[src/rtl/bc_io_unit.sv]
// bc_io_unit: basic-computer character I/O responder (INPR/OUTR, FGI/FGO, IEN, R).
module bc_io_unit #(
    parameter int WIDTH  = 16,
    parameter int CHAR_W = 8
) (
    input  logic              clk,
    input  logic              rst,
    input  logic              io_en,
    input  logic [5:0]        io_sel,
    input  logic [WIDTH-1:0]  ac_in,
    input  logic              r_set_en,
    input  logic              int_ack,
    output logic [CHAR_W-1:0] inpr,
    output logic              skip,
    output logic              fgi,
    output logic              fgo,
    output logic              ien,
    output logic              int_req,
    output logic              tx_overrun,
    input  logic [CHAR_W-1:0] rx_data,
    input  logic              rx_valid,
    output logic              rx_ready,
    output logic [CHAR_W-1:0] tx_data,
    output logic              tx_valid,
    input  logic              tx_ready
);
    typedef enum logic {TX_IDLE, TX_SEND} tx_state_t;
    tx_state_t state, state_nxt;
    logic [CHAR_W-1:0] outr;
    logic sel_inp, sel_out, sel_ski, sel_sko, sel_ion, sel_iof, rx_fire;
    logic unused_ac;
    assign unused_ac = ^ac_in[WIDTH-1:CHAR_W];
    assign sel_inp  = io_en & io_sel[5];
    assign sel_out  = io_en & io_sel[5:4] == 2'b01;
    assign sel_ski  = io_en & io_sel[5:3] == 3'b001;
    assign sel_sko  = io_en & io_sel[5:2] == 4'b0001;
    assign sel_ion  = io_en & io_sel[5:1] == 5'b00001;
    assign sel_iof  = io_en & io_sel == 6'b000001;
    assign rx_ready = ~fgi;
    assign rx_fire  = rx_valid & ~fgi;
    assign skip     = (sel_ski & fgi) | (sel_sko & fgo);
    assign fgo      = state == TX_IDLE;
    assign tx_valid = state == TX_SEND;
    assign tx_data  = outr;
    always_comb begin
        state_nxt = state;
        state_nxt = state == TX_IDLE ? (sel_out ? TX_SEND : TX_IDLE)
                                     : (tx_ready ? TX_IDLE : TX_SEND);
    end
    always_ff @(posedge clk) begin
        if (rst) begin
            state      <= TX_IDLE;
            outr       <= '0;
            inpr       <= '0;
            fgi        <= 1'b0;
            ien        <= 1'b0;
            int_req    <= 1'b0;
            tx_overrun <= 1'b0;
        end else begin
            state <= state_nxt;
            if (sel_out && state == TX_IDLE) outr <= ac_in[CHAR_W-1:0];
            if (rx_fire) inpr <= rx_data;
            fgi        <= rx_fire | (fgi & ~sel_inp);
            ien        <= ~int_ack & (sel_ion | (ien & ~sel_iof));
            int_req    <= ~int_ack & (int_req | (r_set_en & ien & (fgi | fgo)));
            tx_overrun <= tx_overrun | (sel_out & state == TX_SEND);
        end
    end
endmodule
[config.mk]
export PLATFORM = sky130hd
export DESIGN_NAME = bc_io_unit
export DESIGN_NICKNAME = d
export VERILOG_FILES = /design/src/rtl/bc_io_unit.sv
export SDC_FILE = /design/constraint.sdc
export NUM_CORES = 1
export LEC_CHECK = 0
export BUFFER_PORTS_ARGS = -buffer_cell sky130_fd_sc_hd__buf_2
export CORE_ASPECT_RATIO = 0.6
export CORE_MARGIN = 2
export CORE_UTILIZATION = 34
export DETAILED_ROUTE_END_ITERATION = 7
export PLACE_DENSITY = 0.81
export SLEW_MARGIN = 20
export SYNTH_ARGS = -nofsm -noshare
export SYNTH_HDL_FRONTEND = slang
export SYNTH_SLANG_ARGS = --single-unit
[constraint.sdc]
create_clock -name clk -period 1.2 [get_ports clk]
set_clock_uncertainty 0.15 [all_clocks]
set_input_delay 0.12 -clock clk [delete_from_list [all_inputs] [get_ports clk]]
set_output_delay 0.12 -clock clk [all_outputs]
set_load 0.01 [all_outputs]
# Word-level counts from Yosys, hierarchy flattened
# Cells that the tools add are included.
[word_totals]
register_bits = 21
input_bits = 37
elab_cells = 43
[op_classes]
n_eq_ne = 5
mux = 3
bitwise_logic = 27
reduce_logical = 1
[op_table]
columns = ["op", "count"]
rows = [
  ["1-bit bitwise AND", 16],
  ["6-bit by 1-bit == test with 1-bit output (second input constant)", 1],
  ["1-bit bitwise OR", 6],
  ["5-bit by 1-bit == test with 1-bit output (second input constant)", 1],
  ["1-bit inverter", 5],
  ["4-bit by 1-bit == test with 1-bit output (second input constant)", 1],
  ["3-bit by 1-bit == test with 1-bit output (second input constant)", 1],
  ["1-bit two-way mux", 3],
  ["2-bit by 1-bit == test with 1-bit output (second input constant)", 1],
  ["1-bit logical AND", 1],
]

# Depth between registers and ports, before layout
# Gate-level depths: netlist of run 1.
[depth]
word_depth = 6
ltp_mapped = 4
mapped_depth_nobuf = 3

# Worst setup path before layout of run 1
# No wires, ideal clock.
[synth_timing]
path_type = "reg-to-reg"
startpoint = "reg state, in the netlist tx_valid"
endpoint = "reg outr[0], in the netlist tx_data[0]"
setup_time_ps = 70
t_arrival_ps = 1051
required_time_ps = 980
slack_ps = -72
path_stages_with_launch = 5
path_buffers = 1
cell_sequence = "dfxtp_1 -> nor4bb_1 -> clkbuf_1 -> nand2_1 -> a21oi_1"
[synth_via]
elab_chain_len = 2
[synth_rtl]
columns = ["item", "line_no", "source"]
rows = [
  ["start, declared", "28", "tx_state_t state, state_nxt;"],
  ["start signal, assigned", "60", "state <= state_nxt;"],
  ["1-bit inverter", "61", "if (sel_out && state == TX_IDLE) outr <= ac_in[CHAR_W-1:0];"],
  ["1-bit logical AND", "61", ""],
  ["end signal, assigned", "61", ""],
  ["end, declared", "29", "logic [CHAR_W-1:0] outr;"],
]
# No other way between the ends.
# A chain may end at the register's enable or synchronous reset.

# Final worst setup path of run 1
[layout_timing]
startpoint = "reg state, in the netlist tx_valid"
endpoint = "out skip"
[layout_via]
elab_chain_len = 3
[layout_rtl]
columns = ["item", "line_no", "source"]
rows = [
  ["1-bit inverter", "42", "assign fgo = state == TX_IDLE;"],
  ["1-bit bitwise AND", "41", "assign skip = (sel_ski & fgi) | (sel_sko & fgo);"],
  ["1-bit bitwise OR", "41", ""],
  ["end, declared", "14", "output logic skip,"],
]
# No other way between the ends.

==> flow_summary.toml, run 1 <==
[logic_synthesis]
netlist_instances = 102
ys_ff_latch = 21
synth.area.top_cells = "dfxtp_1, nand2_1, a21oi_1, clkbuf_1, nor2_1"
synth_seq_area_share = 0.527
synthDistinctLibCells = 17
syn_avg_cell_area_um2 = 7.81
ys_warn_count = 0
syn_area_um2 = 797
synth.largest_area_cell = "dfxtp_1"
yosysTopAreaCellShare = 0.527
synthesis.nets = 139

[worst_setup_path]
crit_path_start_kind = "flop"
r2r-end = "tx_data[3]"
max_stage_delay_ns = 0.34
cpMaxStageDelayCell = "dfxtp_2"
rrSetupSlack_ns = -0.08
r2r_cells = 5
reg2reg_from = "tx_valid"
crit_cells = 5
crit_chain = "buf_6 > nor2_4 > a22oi_1 > nor2_1 > buf_2"
critPathKind = "reg2out"
worstPathMaxFanout = 2
crit_buf_inv = 2
crit_required_ns = 0.93
cp_top_family = "flip-flops"
critPathArrivalTime_ns = 1.06
critPathCaptureType = "output port"

[pwr]
combPwrFrac = 0.191
total_power_mw = 1.48
p_int_mw = 1.12
p_sw_uw = 358
ir_drop_v = 0.000692
netSwitchingFraction = 0.242
p_seq_frac = 0.502
p_leak_nw = 0.677
cellPowerDensity_mw_per_mm2 = 1020
p_clk_frac = 0.307

[clocking]
insertion_delay_ns = 0.26
clock_sinks = 21
clock_tree.buffer_depth = 2
clk_pin_slew_ns = 0.07
root_buffer = "clkbuf_8"
numCtsBuffers = 3
htreeDepth = 1
cts_tree = "yes"

[cells_and_area]
syn2layout_area_growth_pct = 82.9
final_common_cell = "buf_2"
drive_gt1_frac = 0.412
antenna_cells = 0
final_cell_mix = "buf_2, nand2_1, dlygate4sd3_1"
fin_nets = 220

[routing]
vias_per_cell = 4.53
vias = 961
drc = 0
first_iter_violations = 18
wl_mm = 2.42
ant_nets = 0
drtPass1Iterations = 4
wl_per_cell_um = 11.4

[timing]
rsz0062_at_grt = "true"
finalHoldViolCount = 0
worstMarginPinSlew_ns = 0.272
fin_crit_ns = 1.33
setup_ws_ns = -0.126
report.final.slew_viol_count = 0
relSlewSlack = 0.816
timing.fmax_mhz = 754
period_share = 1.11
setup_viol = 11

[global_route]
grt_max_degree = 20
gr-total-overflow = 0
grt_pass1_wl_mm = 3.77
grt_usage = 0.179
grt_pass1_vias = 909
antenna_found_initial = 0

[floorplan]
core_area_mm2 = 0.00220
fp.dieH_um = 41.5
placementRows = 13
die_area_mm2 = 0.00276
start_util = 0.363
ioPinCount = 61
die_x_um = 66.5

[outcome]
violations = "negative setup slack"
status = "complete, but fails checks"

[place]
io_buffers = 52
place_ws_ns = -0.158
place_congestion = 0.659
dpl.hpwl_mm = 1.64

[hold_path]
min_from = "io_sel[2]"
min_to = "ien"
worst_hold_path_type = "in2reg"
holdPathStages = 3

[job]
drv_cap = 0
flip-flops by register name (all words and copies together), names as in the netlist:
name,cells
tx_overrun,1
inpr,8
tx_data,8
tx_valid,1
fgi,1
ien,1
int_req,1
cells in the mapped netlist (all sizes together):
master,instances
nand2,36
dfxtp,21
a21oi,19
clkbuf,6
nor2,5
inv,3
nand2b,2
a22oi,1
a41oi,1
nand4bb,1
nor2b,1
nor4b,1
nor4bb,1
o21a,1
o22ai,1
or3,1
or3b,1
logic make-up after synthesis:
| kind of cell | Yosys count | synth area share |
|---|---|---|
| AND/OR/NAND/NOR | 49 | 0.273 |
| AO/OA/AOI/OAI | 23 | 0.157 |
| flip-flops | 21 | 0.527 |
| buffers and inverters | 9 | 0.0424 |
area by class of cell:
type / count / area, um2
inverter: 3 / 11.3
tap: 30 / 37.5
sequential: 21 / 423
fill: 168 / 738
multi-input combinational: 72 / 382
clock buffer: 4 / 45.0
timing repair buffer: 82 / 559
power groups by stage:
stage          Combinational (mW)  Sequential [mW]  Clock, mW
3_3_place_gp                0.198            0.756          0
5_1_grt                     0.309            0.747      0.503
2_1_floorplan              0.0778            0.774          0
3_5_place_dp                0.207            0.758          0
4_1_cts                     0.268            0.742      0.469
6_report                    0.283            0.743      0.454
how the worst max path moves through the flow:
| stage | endpoint | slack (ns) | from |
|---|---|---|---|
| detailed placement | ien | -0.16 | io_sel[4] |
| finish | skip | -0.13 | tx_valid |
| floorplan | tx_data[0] | 0.01 | tx_valid |
| global route | tx_data[5] | -0.17 | tx_valid |
| global placement | ien | -0.11 | io_sel[4] |
| CTS | skip | -0.14 | tx_valid |
tightest hold or removal path: stages:
cell and delay, ns:
buf_2 0.10, or3_1 0.10, o22ai_1 0.06
metal layers:
metal  track usage  wire length (um)
met1         0.182               979
met2         0.350              1300
met3        0.0623               142
met4        0.0367                 0
met5             0                 0
per-stage QoR:
step	instances	setup TNS, ns	instance area (um2)	hold slack (ns)	utilization
floorplan	102	0	802	0.106	-
global placement	186	-0.112	1130	0.211	0.516
detailed placement	186	-0.241	1130	0.216	0.516
CTS	212	-0.955	1420	0.0105	0.646
global route	212	-1.59	1460	0.0454	0.664
finish	212	-0.793	1460	0.0190	0.664
repair_timing:
| action | 4_1_cts | 5_1_grt |
|---|---|---|
| hold endpoints to repair | 19 | 0 |
| pin swaps | 3 | 1 |
| endpoints found under the setup margin | 2 | 21 |
| gates resized for setup | 7 | 10 |
| buffers inserted | 2 | 0 |
| hold buffers | 20 | 0 |
Power figures use the tool's default switching activity.
==> inputs of run 2 (changes only) <==
--- a/config.mk
+++ b/config.mk
@@ -9,6 +9,7 @@
 export CORE_ASPECT_RATIO = 0.6
 export CORE_MARGIN = 2
 export CORE_UTILIZATION = 34
+export CTS_BUF_LIST = sky130_fd_sc_hd__clkbuf_16
 export DETAILED_ROUTE_END_ITERATION = 7
 export PLACE_DENSITY = 0.81
 export SLEW_MARGIN = 20
==> run 2 against run 1 <==
- the run ends with negative hold slack, negative setup slack left
- routed wire length is 0.17% lower
- final cell count decreased by 0.47%
- largest cell class unchanged
- critical path type unchanged
- global-route usage fell by 0.40 points
- largest power group unchanged
- final area increased by 2.1%
- highest routed layer unchanged
- non-clock buffer count is 1 lower
==> flow_summary.toml, run 2 (synthesis gave the netlist of run 1 again) <==
[floorplan]
ioPinCount = 61
core_area_mm2 = 0.00220
placementRows = 13
die_area_mm2 = 0.00276
die_x_um = 66.5
start_util = 0.363
fp.dieH_um = 41.5

[worst_setup_path]
critPathArrivalTime_ns = 1.05
critPathCaptureType = "output port"
crit_required_ns = 0.93
cpMaxStageDelayCell = "dfxtp_2"
crit_path_start_kind = "flop"
rrSetupSlack_ns = -0.10
crit_chain = "buf_6 > nor2_4 > a22oi_1 > nor2_1 > buf_2"
critPathKind = "reg2out"
worstPathMaxFanout = 2
crit_buf_inv = 2
max_stage_delay_ns = 0.35
reg2reg_from = "tx_valid"
r2r_cells = 5
r2r-end = "tx_data[3]"
cp_top_family = "flip-flops"

[timing]
setup_viol = 11
period_share = 1.10
report.final.slew_viol_count = 0
tns_ns = -0.817
finalHoldViolCount = 1
relSlewSlack = 0.819
hold_ws_ns = -0.000965
worstMarginPinSlew_ns = 0.268
fin_crit_ns = 1.32
rsz0062_at_grt = "true"
timing.fmax_mhz = 757
setup_ws_ns = -0.120

[clocking]
insertion_delay_ns = 0.25
clk_pin_slew_ns = 0.05
htreeDepth = 1
root_buffer = "clkbuf_16"
numCtsBuffers = 3
clock_tree.buffer_depth = 2
cts_tree = "yes"
clock_sinks = 21

[hold_path]
holdPathStages = 3
min_from = "rst"
min_to = "int_req"
worst_hold_path_type = "in2reg"

[pwr]
netSwitchingFraction = 0.218
p_leak_nw = 0.693
p_int_mw = 1.33
p_clk_frac = 0.394
p_sw_uw = 369
p_seq_frac = 0.439
ir_drop_v = 0.000913
combPwrFrac = 0.167
cellPowerDensity_mw_per_mm2 = 1140

[global_route]
grt_max_degree = 20
antenna_found_initial = 0
gr-total-overflow = 0
grt_pass1_vias = 913
grt_pass1_wl_mm = 3.79
grt_usage = 0.175

[place]
io_buffers = 52
dpl.hpwl_mm = 1.64
place_congestion = 0.659

[routing]
wl_mm = 2.42
wl_per_cell_um = 11.4
vias_per_cell = 4.55
ant_nets = 0
drtPass1Iterations = 4
vias = 960
first_iter_violations = 20
drc = 0

[outcome]
violations = "negative hold slack, negative setup slack"
status = "complete, but fails checks"

[cells_and_area]
final_common_cell = "buf_2"
final_cell_mix = "buf_2, nand2_1, dfxtp_1"
drive_gt1_frac = 0.425
fin_nets = 219
syn2layout_area_growth_pct = 86.8
antenna_cells = 0

[job]
drv_cap = 0
==> run 2: repair_timing <==
item | in CTS | in global routing
pin swaps | 3 | 4
buffers inserted | 2 | 0
setup endpoints to repair | 1 | 21
hold buffers | 19 | 0
resized for setup | 7 | 12
gates cloned | 0 | 0
hold endpoints to repair | 19 | 0
==> run 2: tightest hold or removal path, delay by kind of cell <==
family | cells | cell delay [ns]
AOI/OAI and AO/OA | 1 | 0.09
and+or+nand+nor | 1 | 0.05
buffers and inverters | 1 | 0.10
==> run 2: power by group through the flow <==
stage / registers, mW / logic [mW] / clock network, mW
2_1_floorplan: 0.774 / 0.0778 / 0
3_3_place_gp: 0.756 / 0.198 / 0
3_5_place_dp: 0.758 / 0.207 / 0
4_1_cts: 0.743 / 0.266 / 0.693
5_1_grt: 0.748 / 0.309 / 0.720
6_report: 0.744 / 0.283 / 0.669
==> run 2: cell type report <==
class,instances,area [um2]
Sequential cell,21,422
Fill cell,162,707
Multi-Input combinational cell,72,390
Timing Repair Buffer,81,549
Inverter,3,11.3
Clock inverter,1,3.75
Clock buffer,3,75.1
Tap cell,30,37.5
==> run 2: worst max path at each step <==
stage / startpoint / endpoint / slack, ns / cells after the start
floorplan: tx_valid / tx_data[0] / 0.01 / 4
global placement: io_sel[4] / ien / -0.11 / 4
detailed placement: io_sel[4] / ien / -0.16 / 4
CTS: tx_valid / skip / -0.12 / 5
global route: tx_valid / tx_data[5] / -0.16 / 5
finish: tx_valid / skip / -0.12 / 5
==> run 2: routing by layer <==
| metal | up-vias | GRT usage | wire length (um) |
|---|---|---|---|
| li1 | 492 | - | - |
| met1 | 438 | 0.183 | 996 |
| met2 | 30 | 0.352 | 1300 |
| met3 | 0 | 0.0542 | 114 |
| met4 | 0 | 0.0122 | 0 |
| met5 | - | 0 | 0 |
==> run 2: per-stage QoR <==
step | utilization | cell area, um2 | std cells | worst slack, ns | total power [mW]
finish | 0.678 | 1490 | 211 | -0.120 | 1.70
global placement | 0.516 | 1130 | 186 | -0.108 | 0.954
CTS | 0.656 | 1440 | 211 | -0.120 | 1.70
detailed placement | 0.516 | 1130 | 186 | -0.158 | 0.966
global route | 0.678 | 1490 | 211 | -0.158 | 1.78
floorplan | - | 802 | 102 | 0.0109 | 0.852
==> inputs of run 3 (changes only) <==
--- a/config.mk
+++ b/config.mk
@@ -6,12 +6,11 @@
 export NUM_CORES = 1
 export LEC_CHECK = 0
 export BUFFER_PORTS_ARGS = -buffer_cell sky130_fd_sc_hd__buf_2
-export CORE_ASPECT_RATIO = 0.6
 export CORE_MARGIN = 2
-export CORE_UTILIZATION = 34
+export CORE_UTILIZATION = 38
 export CTS_BUF_LIST = sky130_fd_sc_hd__clkbuf_16
 export DETAILED_ROUTE_END_ITERATION = 7
-export PLACE_DENSITY = 0.81
+export PLACE_DENSITY = 0.85
 export SLEW_MARGIN = 20
 export SYNTH_ARGS = -nofsm -noshare
 export SYNTH_HDL_FRONTEND = slang
==> constraint.sdc (replaced) <==
create_clock -name clk -period 1.51 [get_ports clk]
set_clock_uncertainty 0.15 [all_clocks]
set_input_delay 0.151 -clock clk [delete_from_list [all_inputs] [get_ports clk]]
set_output_delay 0.151 -clock clk [all_outputs]
set_load 0.01 [all_outputs]
==> run 3 against run 2 <==
- the flow now finishes without violations
- worst setup slack improved by 0.29 ns
- clock power is 19% lower
- register-to-register slack improved by 0.32 ns
- final area decreased by 13%
- via count shrank 6.5%
- hold slack gained 0.0065 ns
- sequential power is 20% lower
- non-clock buffer count down 14
- global-route usage is 1.1 points higher
- sequential share of layout area up 4.2 points
- first-iteration DRC count shrank 25%
- critical path depth is 1 lower
==> flow_summary.toml, run 3 (synthesis gave the netlist of run 1 again) <==
[clocking]
htreeDepth = 1
clk_pin_slew_ns = 0.06
clock_tree.buffer_depth = 2
post-cts-setup-buffers = 0
numCtsBuffers = 3
insertion_delay_ns = 0.25
clock_sinks = 21
root_buffer = "clkbuf_16"
cts_tree = "yes"

[timing]
finalHoldViolCount = 0
setup_viol = 0
period_share = 0.887
worstMarginPinSlew_ns = 0.355
relSlewSlack = 0.762
setup_ws_ns = 0.170
tns_ns = 0
fin_crit_ns = 1.34
rsz0062_at_grt = "false"
timing.fmax_mhz = 746
report.final.slew_viol_count = 0

[floorplan]
ioPinCount = 61
start_util = 0.406
core_area_mm2 = 0.00196
die_x_um = 49.8
fp.dieH_um = 49.8
die_area_mm2 = 0.00248
placementRows = 16

[job]
drv_cap = 0

[routing]
first_iter_violations = 15
drtPass1Iterations = 4
drc = 0
wl_mm = 2.18
vias_per_cell = 4.63
vias = 898
wl_per_cell_um = 11.2
ant_nets = 0

[global_route]
grt_max_degree = 21
grt_pass1_vias = 899
gr-total-overflow = 0
grt_usage = 0.186
antenna_found_initial = 0
grt_pass1_wl_mm = 3.57

[worst_setup_path]
worstPathMaxFanout = 8
rrSetupSlack_ns = 0.22
crit_required_ns = 1.21
r2r-end = "tx_data[3]"
critPathCaptureType = "output port"
r2r_cells = 3
crit_path_start_kind = "flop"
reg2reg_from = "tx_valid"
critPathKind = "reg2out"
critPathArrivalTime_ns = 1.04

[hold_path]
worst_hold_path_type = "in2reg"
min_from = "tx_ready"
min_to = "tx_valid"
holdPathStages = 3

[cells_and_area]
antenna_cells = 0
fin_nets = 205
syn2layout_area_growth_pct = 62.5
fin_area_mm2 = 0.00129
drive_gt1_frac = 0.353
final_cell_mix = "buf_2, nand2_1, dfxtp_1"
final_common_cell = "buf_2"

[pwr]
p_seq_frac = 0.452
p_clk_frac = 0.413
ir_drop_v = 0.000774
netSwitchingFraction = 0.218
combPwrFrac = 0.135
p_int_mw = 1.03
cellPowerDensity_mw_per_mm2 = 1010
p_sw_uw = 286
p_leak_nw = 0.614

[place]
place_congestion = 0.745
dpl.hpwl_mm = 1.47
place_ws_ns = 0.109
place_area_mm2 = 0.00108
io_buffers = 52

[outcome]
status = "finished clean"
[run 3: through the flow]
| step | hold slack, ns | utilization | cells | power, mW |
|---|---|---|---|---|
| after floorplan | 0.137 | - | 102 | 0.676 |
| after global placement | 0.241 | 0.552 | 177 | 0.748 |
| after detailed placement | 0.247 | 0.552 | 177 | 0.754 |
| after CTS | 0.000757 | 0.659 | 194 | 1.32 |
| after global routing | 0.0135 | 0.660 | 194 | 1.37 |
| final | 0.00550 | 0.660 | 194 | 1.31 |
[run 3: layout make-up]
cell class	count	area (um2)
flip-flops and latches	21	422
repair buffers	67	405
inverters	3	11.3
clock inverters	1	5.00
multi-input cells	72	343
clock buffers	3	75.1
fillers	174	667
well taps	27	33.8
[run 3: how the worst max path moves through the flow]
stage,from,end,slack (ns),depth (start not counted)
after floorplan,tx_valid,tx_data[0],0.24,4
after global placement,io_sel[4],ien,0.14,4
after detailed placement,io_sel[4],ien,0.11,4
after CTS,tx_valid,skip,0.07,4
after global routing,tx_valid,tx_data[1],0.09,3
final,tx_valid,skip,0.17,4
[run 3: routing by layer]
layer / vias up / GRT usage / share of wire
met5: - / 0 / 0
met4: 0 / 0.0741 / 0.0046
met3: 2 / 0.0485 / 0.068
met2: 32 / 0.349 / 0.52
met1: 397 / 0.193 / 0.41
li1: 467 / - / -
[run 3: critical path, cell delays in order, from the launching register on]
cell	delay (ns)
dfxtp_2	0.39
nor2_1	0.06
a22oi_1	0.15
nor2_1	0.05
buf_2	0.13
[run 3: what timing repair did]
action                     in CTS  in global routing
gates resized for setup         0                  1
hold buffers                   13                  0
hold endpoints to repair       13                  0
setup endpoints to repair       0                  1
[run 3: power groups by stage]
stage	clock, mW	sequential (mW)	combinational [mW]
final	0.542	0.593	0.177
after global routing	0.582	0.596	0.197
after CTS	0.554	0.592	0.176
after detailed placement	0	0.605	0.149
after global placement	0	0.603	0.145
after floorplan	0	0.615	0.0607
